$ cat src/rtl/game_pkg.sv
// Shared geometry, packed-position helpers and bullet state encoding for the
// enemy bullet controller and its motion step.
package game_pkg;

    localparam int POS_W    = 19;
    localparam int X_W      = 10;
    localparam int Y_W      = 9;
    localparam int SCREEN_W = 640;
    localparam int SCREEN_H = 480;

    // Off-screen parking spot so the collision checker never sees an idle bullet
    localparam logic [POS_W-1:0] PARK_POS = {10'd1023, 9'd511};

    typedef enum logic [1:0] {
        IDLE = 2'd0,
        FLY  = 2'd1,
        HIT  = 2'd2
    } bulletState_t;

    function automatic logic [X_W-1:0] getX(input logic [POS_W-1:0] pos);
        return pos[POS_W-1 -: X_W];
    endfunction

    function automatic logic [Y_W-1:0] getY(input logic [POS_W-1:0] pos);
        return pos[Y_W-1:0];
    endfunction

endpackage

$ cat src/rtl/bullet_step.sv
// Combinational per-tick motion: advances y by SPEED, flags bottom exit, and
// (with AIMED_SHOT_EN defined) steers x toward the player by up to AIM_STEP.
module bullet_step
    import game_pkg::*;
#(
    parameter int SPEED    = 4,
    parameter int SCREEN_H = game_pkg::SCREEN_H,
    parameter int AIM_STEP = 2
) (
    input  logic [POS_W-1:0] curPos,
    input  logic [X_W-1:0]   playerX,
    input  logic             tick,
    output logic [POS_W-1:0] nextPos,
    output logic             offScreen
);

    localparam logic [9:0] SPEED_L = 10'(SPEED);
    localparam logic [9:0] BOTTOM  = 10'(SCREEN_H);

    logic [X_W-1:0] curX;
    logic [X_W-1:0] aimX;
    logic [9:0]     yNext;

    assign curX  = getX(curPos);
    assign yNext = {1'b0, getY(curPos)} + SPEED_L;

`ifdef AIMED_SHOT_EN
    localparam logic [X_W-1:0] STEP_L = X_W'(AIM_STEP);
    localparam logic [X_W-1:0] X_MAX  = X_W'(SCREEN_W - 1);

    logic [X_W-1:0] stepX;

    // Snap to the player when within one step so x never overshoots
    always_comb begin
        stepX = curX;
        if (playerX > curX) begin
            stepX = ((playerX - curX) <= STEP_L) ? playerX : curX + STEP_L;
        end else if (playerX < curX) begin
            stepX = ((curX - playerX) <= STEP_L) ? playerX : curX - STEP_L;
        end
        aimX = (stepX > X_MAX) ? X_MAX : stepX;
    end
`else
    logic unusedPlayerX;
    assign unusedPlayerX = ^playerX;
    assign aimX          = curX;
`endif

    assign offScreen = tick && (yNext >= BOTTOM);
    assign nextPos   = tick ? {aimX, yNext[Y_W-1:0]} : curPos;

endmodule

$ cat src/rtl/enemy_bullet_ctrl.sv
// Single enemy bullet lifecycle: spawn below the enemy, fall per frame, retire
// on player hit or bottom exit. Optional macro AIMED_SHOT_EN enables x homing.
//
// state | meaning
// IDLE  | parked off-screen, accepting fire requests
// FLY   | bullet in flight, moves on each frame tick
// HIT   | one-cycle hit pulse after a collision, then IDLE
module enemy_bullet_ctrl
    import game_pkg::*;
#(
    parameter int SPEED    = 4,
    parameter int SPAWN_DY = 16,
    parameter int SCREEN_H = game_pkg::SCREEN_H,
    parameter int AIM_STEP = 2
) (
    input  logic             Clk,
    input  logic             Rst,
    input  logic             i_FrameTick,
    input  logic             i_Fire,
    input  logic [POS_W-1:0] i_EnemyPos,
    input  logic [POS_W-1:0] i_PlayerPos,
    input  logic             i_IsCollision,
    output logic [POS_W-1:0] o_EnemyBulletPosition,
    output logic             o_BulletActive,
    output logic             o_FireAck,
    output logic             o_BulletHit
);

    localparam logic [9:0] SPAWN_L = 10'(SPAWN_DY);
    localparam logic [9:0] BOTTOM  = 10'(SCREEN_H);

    bulletState_t     state, stateNext;
    logic [POS_W-1:0] posReg, posNext, stepPos;
    logic             activeReg, activeNext;
    logic             ackReg, ackNext;
    logic             hitReg, hitNext;
    logic             stepOff;
    logic [9:0]       spawnY;
    logic             unusedPlayerY;

    assign spawnY        = {1'b0, getY(i_EnemyPos)} + SPAWN_L;
    assign unusedPlayerY = ^getY(i_PlayerPos);

    bullet_step #(
        .SPEED    (SPEED),
        .SCREEN_H (SCREEN_H),
        .AIM_STEP (AIM_STEP)
    ) uStep (
        .curPos    (posReg),
        .playerX   (getX(i_PlayerPos)),
        .tick      (i_FrameTick),
        .nextPos   (stepPos),
        .offScreen (stepOff)
    );

    always_ff @(posedge Clk or negedge Rst) begin
        if (!Rst) begin
            state     <= IDLE;
            posReg    <= PARK_POS;
            activeReg <= 1'b0;
            ackReg    <= 1'b0;
            hitReg    <= 1'b0;
        end else begin
            state     <= stateNext;
            posReg    <= posNext;
            activeReg <= activeNext;
            ackReg    <= ackNext;
            hitReg    <= hitNext;
        end
    end

    always_comb begin
        stateNext  = state;
        posNext    = posReg;
        activeNext = activeReg;
        ackNext    = 1'b0;
        hitNext    = 1'b0;
        unique case (state)
            IDLE: begin
                posNext    = PARK_POS;
                activeNext = 1'b0;
                if (i_Fire && (spawnY < BOTTOM)) begin
                    posNext    = {getX(i_EnemyPos), spawnY[Y_W-1:0]};
                    activeNext = 1'b1;
                    ackNext    = 1'b1;
                    stateNext  = FLY;
                end
            end
            FLY: begin
                // Collision wins over a same-cycle tick: the bullet does not move
                if (i_IsCollision) begin
                    stateNext  = HIT;
                    posNext    = PARK_POS;
                    activeNext = 1'b0;
                    hitNext    = 1'b1;
                end else if (i_FrameTick) begin
                    if (stepOff) begin
                        stateNext  = IDLE;
                        posNext    = PARK_POS;
                        activeNext = 1'b0;
                    end else begin
                        posNext = stepPos;
                    end
                end
            end
            HIT: begin
                stateNext  = IDLE;
                posNext    = PARK_POS;
                activeNext = 1'b0;
            end
            default: begin
                stateNext  = IDLE;
                posNext    = PARK_POS;
                activeNext = 1'b0;
            end
        endcase
    end

    assign o_EnemyBulletPosition = posReg;
    assign o_BulletActive        = activeReg;
    assign o_FireAck             = ackReg;
    assign o_BulletHit           = hitReg;

endmodule

$ cat config.mk
export PLATFORM = sky130hd
export DESIGN_NAME = enemy_bullet_ctrl
export DESIGN_NICKNAME = d
export VERILOG_FILES = /design/src/rtl/game_pkg.sv /design/src/rtl/bullet_step.sv /design/src/rtl/enemy_bullet_ctrl.sv
export SDC_FILE = /design/constraint.sdc
export NUM_CORES = 1
export LEC_CHECK = 0
export ABC_AREA = 0
export CAP_MARGIN = 20
export CORE_MARGIN = 8
export CORE_UTILIZATION = 35
export DETAILED_ROUTE_END_ITERATION = 16
export PLACE_DENSITY = 0.73
export REMOVE_ABC_BUFFERS = 1
export SYNTH_ARGS = -nofsm -noshare
export SYNTH_HDL_FRONTEND = slang
export SYNTH_SLANG_ARGS = --single-unit
$ cat constraint.sdc
create_clock -name Clk -period 3.2 [get_ports Clk]
set_input_delay 0.96 -clock Clk [delete_from_list [all_inputs] [get_ports Clk]]
set_output_delay 0.96 -clock Clk [all_outputs]
set_load 0.01 [all_outputs]
* Yosys cells after proc, flatten, opt, wreduce, memory -nomap -nowiden
Cells that the tools add are included.
** Word-level totals
- Word-level logic and storage cells :: 37
- Bits of input ports :: 43
- Bits in registers :: 24
** Cells by class
- Reductions and logical operators :: 5
- Magnitude comparators :: 2
- Muxes and demuxes :: 18
- Eq/ne operators :: 4
- $add $sub $neg :: 2
** Operator list (number)
- $mux W19 :: 4
- $pmux W19 S2 :: 1
- $add A9 B3 Y10 const B :: 1
- $add A9 B5 Y10 const B :: 1
- $ge A10 B9 Y1 const B :: 1
- $lt A10 B9 Y1 const B :: 1
- $mux W2 :: 4
- $mux W1 :: 7
- $ne A3 B3 Y1 const B :: 2
- $pmux W2 S2 :: 1
- $reduce_and A3 Y1 :: 1
- $eq A2 B1 Y1 const B :: 1
- $logic_and A1 B1 Y1 :: 2
- $logic_not A2 Y1 :: 1
- $ne A2 B2 Y1 const B :: 1
- $pmux W1 S2 :: 1
- $reduce_and A2 Y1 :: 1

* Logic depth before layout (Yosys ltp)
Gate-level depths: netlist of the first run.
- Word-level depth :: 7
- Mapped depth :: 7

* Hierarchy
Synthesis of the first run repeated with hierarchy kept, for this count alone.
** Unflattened totals
- Cells, all modules :: 166
- Area, all modules :: 1556.5 µm²
** By module, submodules not included
- enemy_bullet_ctrl :: cells an instance 130, area each 1301.2 µm², instances 1
- bullet_step :: cells an instance 36, area each 255.2 µm², instances 1

* Least setup slack after synthesis of the first run
OpenSTA, ideal clock, no wires.
- Kind :: input-to-reg
- Start point :: in i_EnemyPos[4]
- End point :: reg posReg[0], in the netlist o_EnemyBulletPosition[0]
- Path slack :: 1.082 ns
- Stages :: 6
- Buffers on the path :: 2
- Data required time :: 3.120 ns
- Arrival :: 2.039 ns
- Path through :: ha_1 > xor2_1 > a41o_1 > buf_2 > buf_2 > o22a_1
** Between the ends
- Word-level cells in the longest chain between the ends :: 5
** Ends and longest elaborated chain
- start: declaration :: line enemy_bullet_ctrl.sv:20 : input logic [POS_W-1:0] i_EnemyPos,
- $add A9 B5 Y10 :: line enemy_bullet_ctrl.sv:41 : assign spawnY = {1'b0, getY(i_EnemyPos)} + SPAWN_L;
- $lt A10 B9 Y1 :: line enemy_bullet_ctrl.sv:82 : if (i_Fire && (spawnY < BOTTOM)) begin
- $logic_and A1 B1 Y1 :: line enemy_bullet_ctrl.sv:82
- $mux W19 :: line enemy_bullet_ctrl.sv:82
- $pmux W19 S2 :: line enemy_bullet_ctrl.sv:78 : unique case (state)
- end signal: assignment :: line enemy_bullet_ctrl.sv:65 : posReg <= posNext;
- end: declaration :: line enemy_bullet_ctrl.sv:33 : logic [POS_W-1:0] posReg, posNext, stepPos;
Every way passes these cells.
A chain may end at the register's enable or synchronous reset.

* Worst setup path in the final report of the first run
- Start point :: reg posReg[8], in the netlist o_EnemyBulletPosition[8]
- End point :: out o_EnemyBulletPosition[8]
** RTL lines
- end: declaration :: line enemy_bullet_ctrl.sv:23 : output logic [POS_W-1:0] o_EnemyBulletPosition,
No word-level cell between the ends.

==> qor.txt, run 1 <==
post-synthesis to final-layout area growth - 44.16%
Die X - 75.61 µm
Post-CTS Resized - 0
Async SR Flop Fraction - 1.000
outcome - finished, final reports clean
CTS tree - done
number of post-CTS setup repair buffers - 0
initial drt markers - 62
Clock transition at path regs - 0.13 ns
Post-synth top cells - dfstp_2 (19), nand2_1 (13), o22a_1 (12)
Pwr Density - 819.2 nW/µm²
CTS H-tree lvls - 1
CP top delay family - flip-flops
DRC - 0
Cell Rows - 21
vias in the first global route - 1,157
Initial Utilization - 0.3698
CP max stage delay - 0.64 ns
setup repair after global routing missed its margin - false
Overall Power - 1.469 mW
fin area - 1793 µm²
mean area per synthesized cell - 10.72 µm²
Worst-Margin Slew - 0.4502 ns
IO Count - 65
# Max-Cap Violations - 0
Area contributors post-synth - dfstp_2 (40%), dfrtp_1 (10%), o22a_1 (8.5%), o22ai_1 (4.5%), nand2_1 (3.9%)
Clock Sinks - 24
# port buffers - 45
Hold Worst Slack - 0.5216 ns
Slew Limit Fails - 0
TritonCTS buffer count - 3
grt ovf - 0
Max transition margin - 0.6987
initial antenna violation count - 0
post-synth cell types - 39
CP Launch Type - flip-flop
Core ar. - 3363 µm²
CP cell instances - clkdlybuf4s50_1
Die Span Y - 75.61 µm
most common cell in the netlist - dfstp_2
DR pass1 iterations - 4
largest net degree at the start of global routing - 25
worst path bufs/invs - 1
Routed WL - 3302 µm
Synth Flop Type - dfstp_2
Post-DP HPWL - 2543 µm
leakage - 0.6986 nW
crit path time final - 2.477 ns
fill cell count - 320
biggest area consumer among synthesized cells - dfstp_2
ant diodes - 0
Required @ worst endpoint - 2.24 ns
Synth Register Bits - 24
Vias/cell - 5.330
worst vdd ir - 0.0003054 V
first-pass GRT wire length - 5485 µm
setup violators final - 0
crit path DAT - 1.52 ns
critical path type - reg -> out
Setup Total Neg Slack - 0 ns
share of layout cells above drive strength 1 - 0.1902
drt wl/cell - 15.80 µm
Hold Path Class - reg -> reg
# nets final - 209
Synth warnings - 0
Crit. End Element - output port
post-synthesis sequential area ratio - 0.5020
CTS Buffer Depth - 2
Synth top area share - 0.4014
Final Hold Viols - 0
worst skew pair latency - 0.31 ns
GRT Overall Usage - 0.1259
Post-synth EDFFs - 0
Syn Std Cell Area - 1244 µm²
Cells after Synth - 116
routability cong. - 0.8261
Max Freq - 403.7 MHz
DR vias - 1,114
period utilisation layout - 0.7741
Clock Skews - 0.006131 ns
CP max stage cell - dfstp_2
die area - 5717 µm²
Cell Area, Placed - 1740 µm²
CTS root buf - clkbuf_4
Final ANT Viol Nets - 0
Post-CTS Hold Fix Bufs - 0
CP max FO - 8
-- kinds of logic after synthesis --
group                      after synthesis  synth area share
AOI/OAI and AO/OA                       41            0.2606
and+or+nand+nor                         35            0.1449
DFF                                     24            0.5020
buffers and inverters                    9           0.03621
xor gates and xnor gates                 4           0.02817
adders and majority gates                2           0.02012
muxes                                    1          0.008049
-- where the power goes --
group	total (mW)	internal, mW	switching (mW)
combinational	0.716	0.367	0.349
clock	0.217	0.127	0.0907
sequential	0.536	0.440	0.0963
total	1.47	0.933	0.536
-- layout make-up --
type	instances	area (µm²)	share of cell area
clock buffer	3	22.52	0.01256
timing repair buffer	47	465.4	0.2596
inverter	5	18.77	0.01047
sequential	24	624.3	0.3482
clock inverter	1	30.03	0.01675
multi-input combinational	83	574.3	0.3203
tap	46	57.56	0.03210
-- path summary, 6_finish.rpt --
path,start,to,slack [ns],cells after the start
min in group asynchronous,Rst,o_BulletActive,0.99,2
worst max register to register,o_EnemyBulletPosition[2],o_EnemyBulletPosition[17],1.23,6
worst max-delay path,o_EnemyBulletPosition[8],o_EnemyBulletPosition[8],0.72,1
worst min-delay path,o_EnemyBulletPosition[15],o_EnemyBulletPosition[15],0.52,1
max in group asynchronous,Rst,o_EnemyBulletPosition[3],1.92,2
worst min register to register,o_EnemyBulletPosition[15],o_EnemyBulletPosition[15],0.52,1
-- layer usage --
metal,vias to the layer above,GRT usage,part of all wire
li1,532,-,-
met1,524,0.1491,0.43
met2,54,0.1831,0.43
met3,4,0.07105,0.13
met4,0,0.05117,0.013
met5,-,0,0
-- state kept, by name, summed over array words and instances, names as in the netlist --
signal                 flops
state                      2
o_FireAck                  1
o_EnemyBulletPosition     19
o_BulletHit                1
o_BulletActive             1
-- metrics by stage --
| step | util | setup slack [ns] | std cells |
|---|---|---|---|
| 6_report | 0.5331 | 0.7228 | 209 |
| 3_5_place_dp | 0.5175 | 0.4707 | 205 |
| 4_1_cts | 0.5331 | 0.6945 | 209 |
| 5_1_grt | 0.5331 | 0.6705 | 209 |
| 2_1_floorplan | - | 1.053 | 112 |
| 3_3_place_gp | 0.5175 | 0.5142 | 205 |
-- layout by cell type (no fill, tap or decap), types with 3 or more instances in the layout --
cell and n:
dfrtp_1 5, inv_1 5, dfstp_2 19, nor2_1 7, o22a_1 12, nand3_1 4
clkbuf_4 3, clkdlybuf4s50_1 45, nand2_1 13, a21oi_1 4, o22ai_1 9
No activity file was read; power rests on OpenSTA's default activity.
==> inputs of run 2 (changes only) <==
Clock period 3.2 ns to 2.35 ns, I/O delays scaled along.
==> run 2 against run 1 <==
Routed wire length rose by 4.8%. Largest power group unchanged. Via count rose by 1.6%. Clock power barely moved. Sequential power rose by 36%. Total power rose by 33%. Non-clock buffer count rose by 6. Critical endpoint is now o_EnemyBulletPosition[5]. Largest cell class unchanged. Final cell count rose by 2.9%.
==> qor.txt, run 2 (synthesis results as in run 1) <==
Max transition margin - 0.7263 (was 0.6987)
TritonCTS buffer count - 3 (unchanged)
Setup Total Neg Slack - 0 ns (unchanged)
vias in the first global route - 1,210 (was 1,157)
Final Hold Viols - 0 (unchanged)
Hold Path Class - reg -> reg (unchanged)
Cell Rows - 21 (unchanged)
# Max-Cap Violations - 0 (unchanged)
GRT Overall Usage - 0.1275 (was 0.1259)
Final ANT Viol Nets - 0 (unchanged)
Clock transition at path regs - 0.13 ns (about the same)
CTS H-tree lvls - 1 (unchanged)
Post-CTS Hold Fix Bufs - 0 (unchanged)
Max Freq - 450.0 MHz
Slew Limit Fails - 0 (unchanged)
outcome - finished, final reports clean (unchanged)
worst vdd ir - 0.0004104 V (was 0.0003054 V)
DR pass1 iterations - 4 (unchanged)
dpl ws - -0.1194 ns (was 0.4707 ns)
commonest cells after routing, fill and taps aside - clkdlybuf4s50_1 (45), dfstp_2 (19), nand2_1 (13), o22a_1 (12), o22ai_1 (9) (unchanged)
Die X - 75.61 µm (unchanged)
CP Launch Type - flip-flop (unchanged)
final core occ - 0.5417 (was 0.5331)
hold_sp - o_EnemyBulletPosition[16] (was o_EnemyBulletPosition[15])
Worst-Margin Slew - 0.4089 ns (was 0.4502 ns)
Post-CTS Resized - 0 (unchanged)
Sequential Power Share - 0.373 (was 0.365)
largest net degree at the start of global routing - 25 (unchanged)
initial antenna violation count - 0 (unchanged)
# port buffers - 45 (unchanged)
Clock Sinks - 24 (unchanged)
grt ovf - 0 (unchanged)
critical path type - reg -> out (unchanged)
worst skew pair latency - 0.31 ns (about the same)
Logic pwr share - 0.517 (was 0.487)
die area - 5717 µm² (unchanged)
# nets final - 215 (was 209)
CP top delay family - flip-flops (unchanged)
drt wl/cell - 16.10 µm (was 15.80 µm)
DR vias - 1,132 (was 1,114)
CP max stage cell - dfstp_2 (unchanged)
most common cell after layout, fill and taps aside - clkdlybuf4s50_1 (unchanged)
Die Span Y - 75.61 µm (unchanged)
CP max stage delay - 0.64 ns (about the same)
Pwr Density - 1075 nW/µm² (was 819.2 nW/µm²)
r2r startpoint - o_EnemyBulletPosition[2] (unchanged)
Required @ worst endpoint - 1.64 ns (was 2.24 ns)
ant diodes - 0 (unchanged)
setup repair after global routing missed its margin - false (unchanged)
Internal Power - 1.217 mW (was 0.9328 mW)
fill cell count - 313 (was 320)
CP cell instances - clkdlybuf4s50_1 (unchanged)
worst hold path depth - 1 (unchanged)
crit path time final - 2.222 ns
CTS Buffer Depth - 2 (unchanged)
period utilisation layout - 0.9457
number of flip-flops in the largest register - 19 (unchanged)
first-pass GRT wire length - 5464 µm (was 5485 µm)
Clock power frac - 0.110 (was 0.148)
worst path bufs/invs - 1 (unchanged)
final worst slack - 0.1277 ns (was 0.7228 ns)
number of post-CTS setup repair buffers - 0 (unchanged)
hold path endpoint - o_EnemyBulletPosition[16] (was o_EnemyBulletPosition[15])
Core ar. - 3363 µm² (unchanged)
Crit. End Element - output port (unchanged)
Vias/cell - 5.265 (was 5.330)
Switching Fraction - 0.3789 (was 0.3649)
DRC - 0 (unchanged)
Stages on worst setup path - 1 (unchanged)
Initial Utilization - 0.3698 (unchanged)
initial drt markers - 57 (was 62)
CP max FO - 9 (was 8)
crit path DAT - 1.52 ns (about the same)
Cell Area, Placed - 1785 µm² (was 1740 µm²)
reg2reg setup slack - 0.32 ns (was 1.23 ns)
RR Endpoint - o_EnemyBulletPosition[0] (was o_EnemyBulletPosition[17])
share of layout cells above drive strength 1 - 0.2189 (was 0.1902)
CTS tree - done (unchanged)
Post-DP HPWL - 2693 µm (was 2543 µm)
leakage - 0.7207 nW (was 0.6986 nW)
post-synthesis to final-layout area growth - 46.48% (was 44.16%)
Net Sw Power - 0.7421 mW (was 0.5360 mW)
Clock Skews - 0.004614 ns (was 0.006131 ns)
Routed WL - 3461 µm (was 3302 µm)
routability cong. - 0.8271 (was 0.8261)
worst r2r path cells - 6 (unchanged)
setup violators final - 0 (unchanged)
CTS root buf - clkbuf_4 (unchanged)
IO Count - 65 (unchanged)
fin area - 1822 µm² (was 1793 µm²)
## run 2: cell types whose count changed in the layout (fill, tap and decap cells not counted), sizes merged
cell and change:
bufinv -1, clkbuf +1, buf +6
## run 2: cell type report
| type | count | area [µm²] | share of cell area |
|---|---|---|---|
| inverters | 5 | 18.77 | 0.01030 |
| multi-input cells | 83 | 574.3 | 0.3152 |
| flip-flops and latches | 24 | 624.3 | 0.3427 |
| well taps | 46 | 57.56 | 0.03159 |
| repair buffers | 53 | 510.5 | 0.2802 |
| clock buffers | 4 | 36.28 | 0.01992 |
## run 2: layer usage
layer / vias up / share of wire / wire [µm] / global-route usage
li1: 541 / - / - / -
met1: 544 / 0.41 / 1404 / 0.1350
met2: 45 / 0.45 / 1550 / 0.2042
met3: 2 / 0.14 / 482 / 0.07368
met5: - / 0 / 0 / 0
met4: 0 / 0.0069 / 24 / 0.05117
## run 2: power groups by stage
stage               clock network, mW  registers [mW]  logic [mW]
floorplan                           0           0.766       0.532
global placement                    0           0.724       0.982
detailed placement                  0           0.734        1.01
CTS                             0.229           0.729        1.02
global route                    0.240           0.752        1.09
finish                          0.215           0.731        1.01
## run 2: worst max-delay path by stage
stage                             startpoint                  endpoint
global placement               i_EnemyPos[4]  o_EnemyBulletPosition[4]
finish              o_EnemyBulletPosition[5]  o_EnemyBulletPosition[5]
floorplan                      i_EnemyPos[4]  o_EnemyBulletPosition[4]
global route        o_EnemyBulletPosition[6]  o_EnemyBulletPosition[6]
detailed placement             i_EnemyPos[4]  o_EnemyBulletPosition[2]
CTS                 o_EnemyBulletPosition[8]  o_EnemyBulletPosition[8]
## run 2: through the flow
step | total power, mW | hold WS, ns | std cells
global placement | 1.706 | 0.5003 | 211
detailed placement | 1.748 | 0.5067 | 211
global route | 2.085 | 0.5317 | 215
finish | 1.959 | 0.5221 | 215
CTS | 1.974 | 0.5252 | 215
floorplan | 1.298 | 0.4094 | 112
==> inputs of run 3 (changes only) <==
Settings changed: SLEW_MARGIN set to 10.
==> results of run 3 <==
Final layout, timing and power as in run 2 (identical DEF).
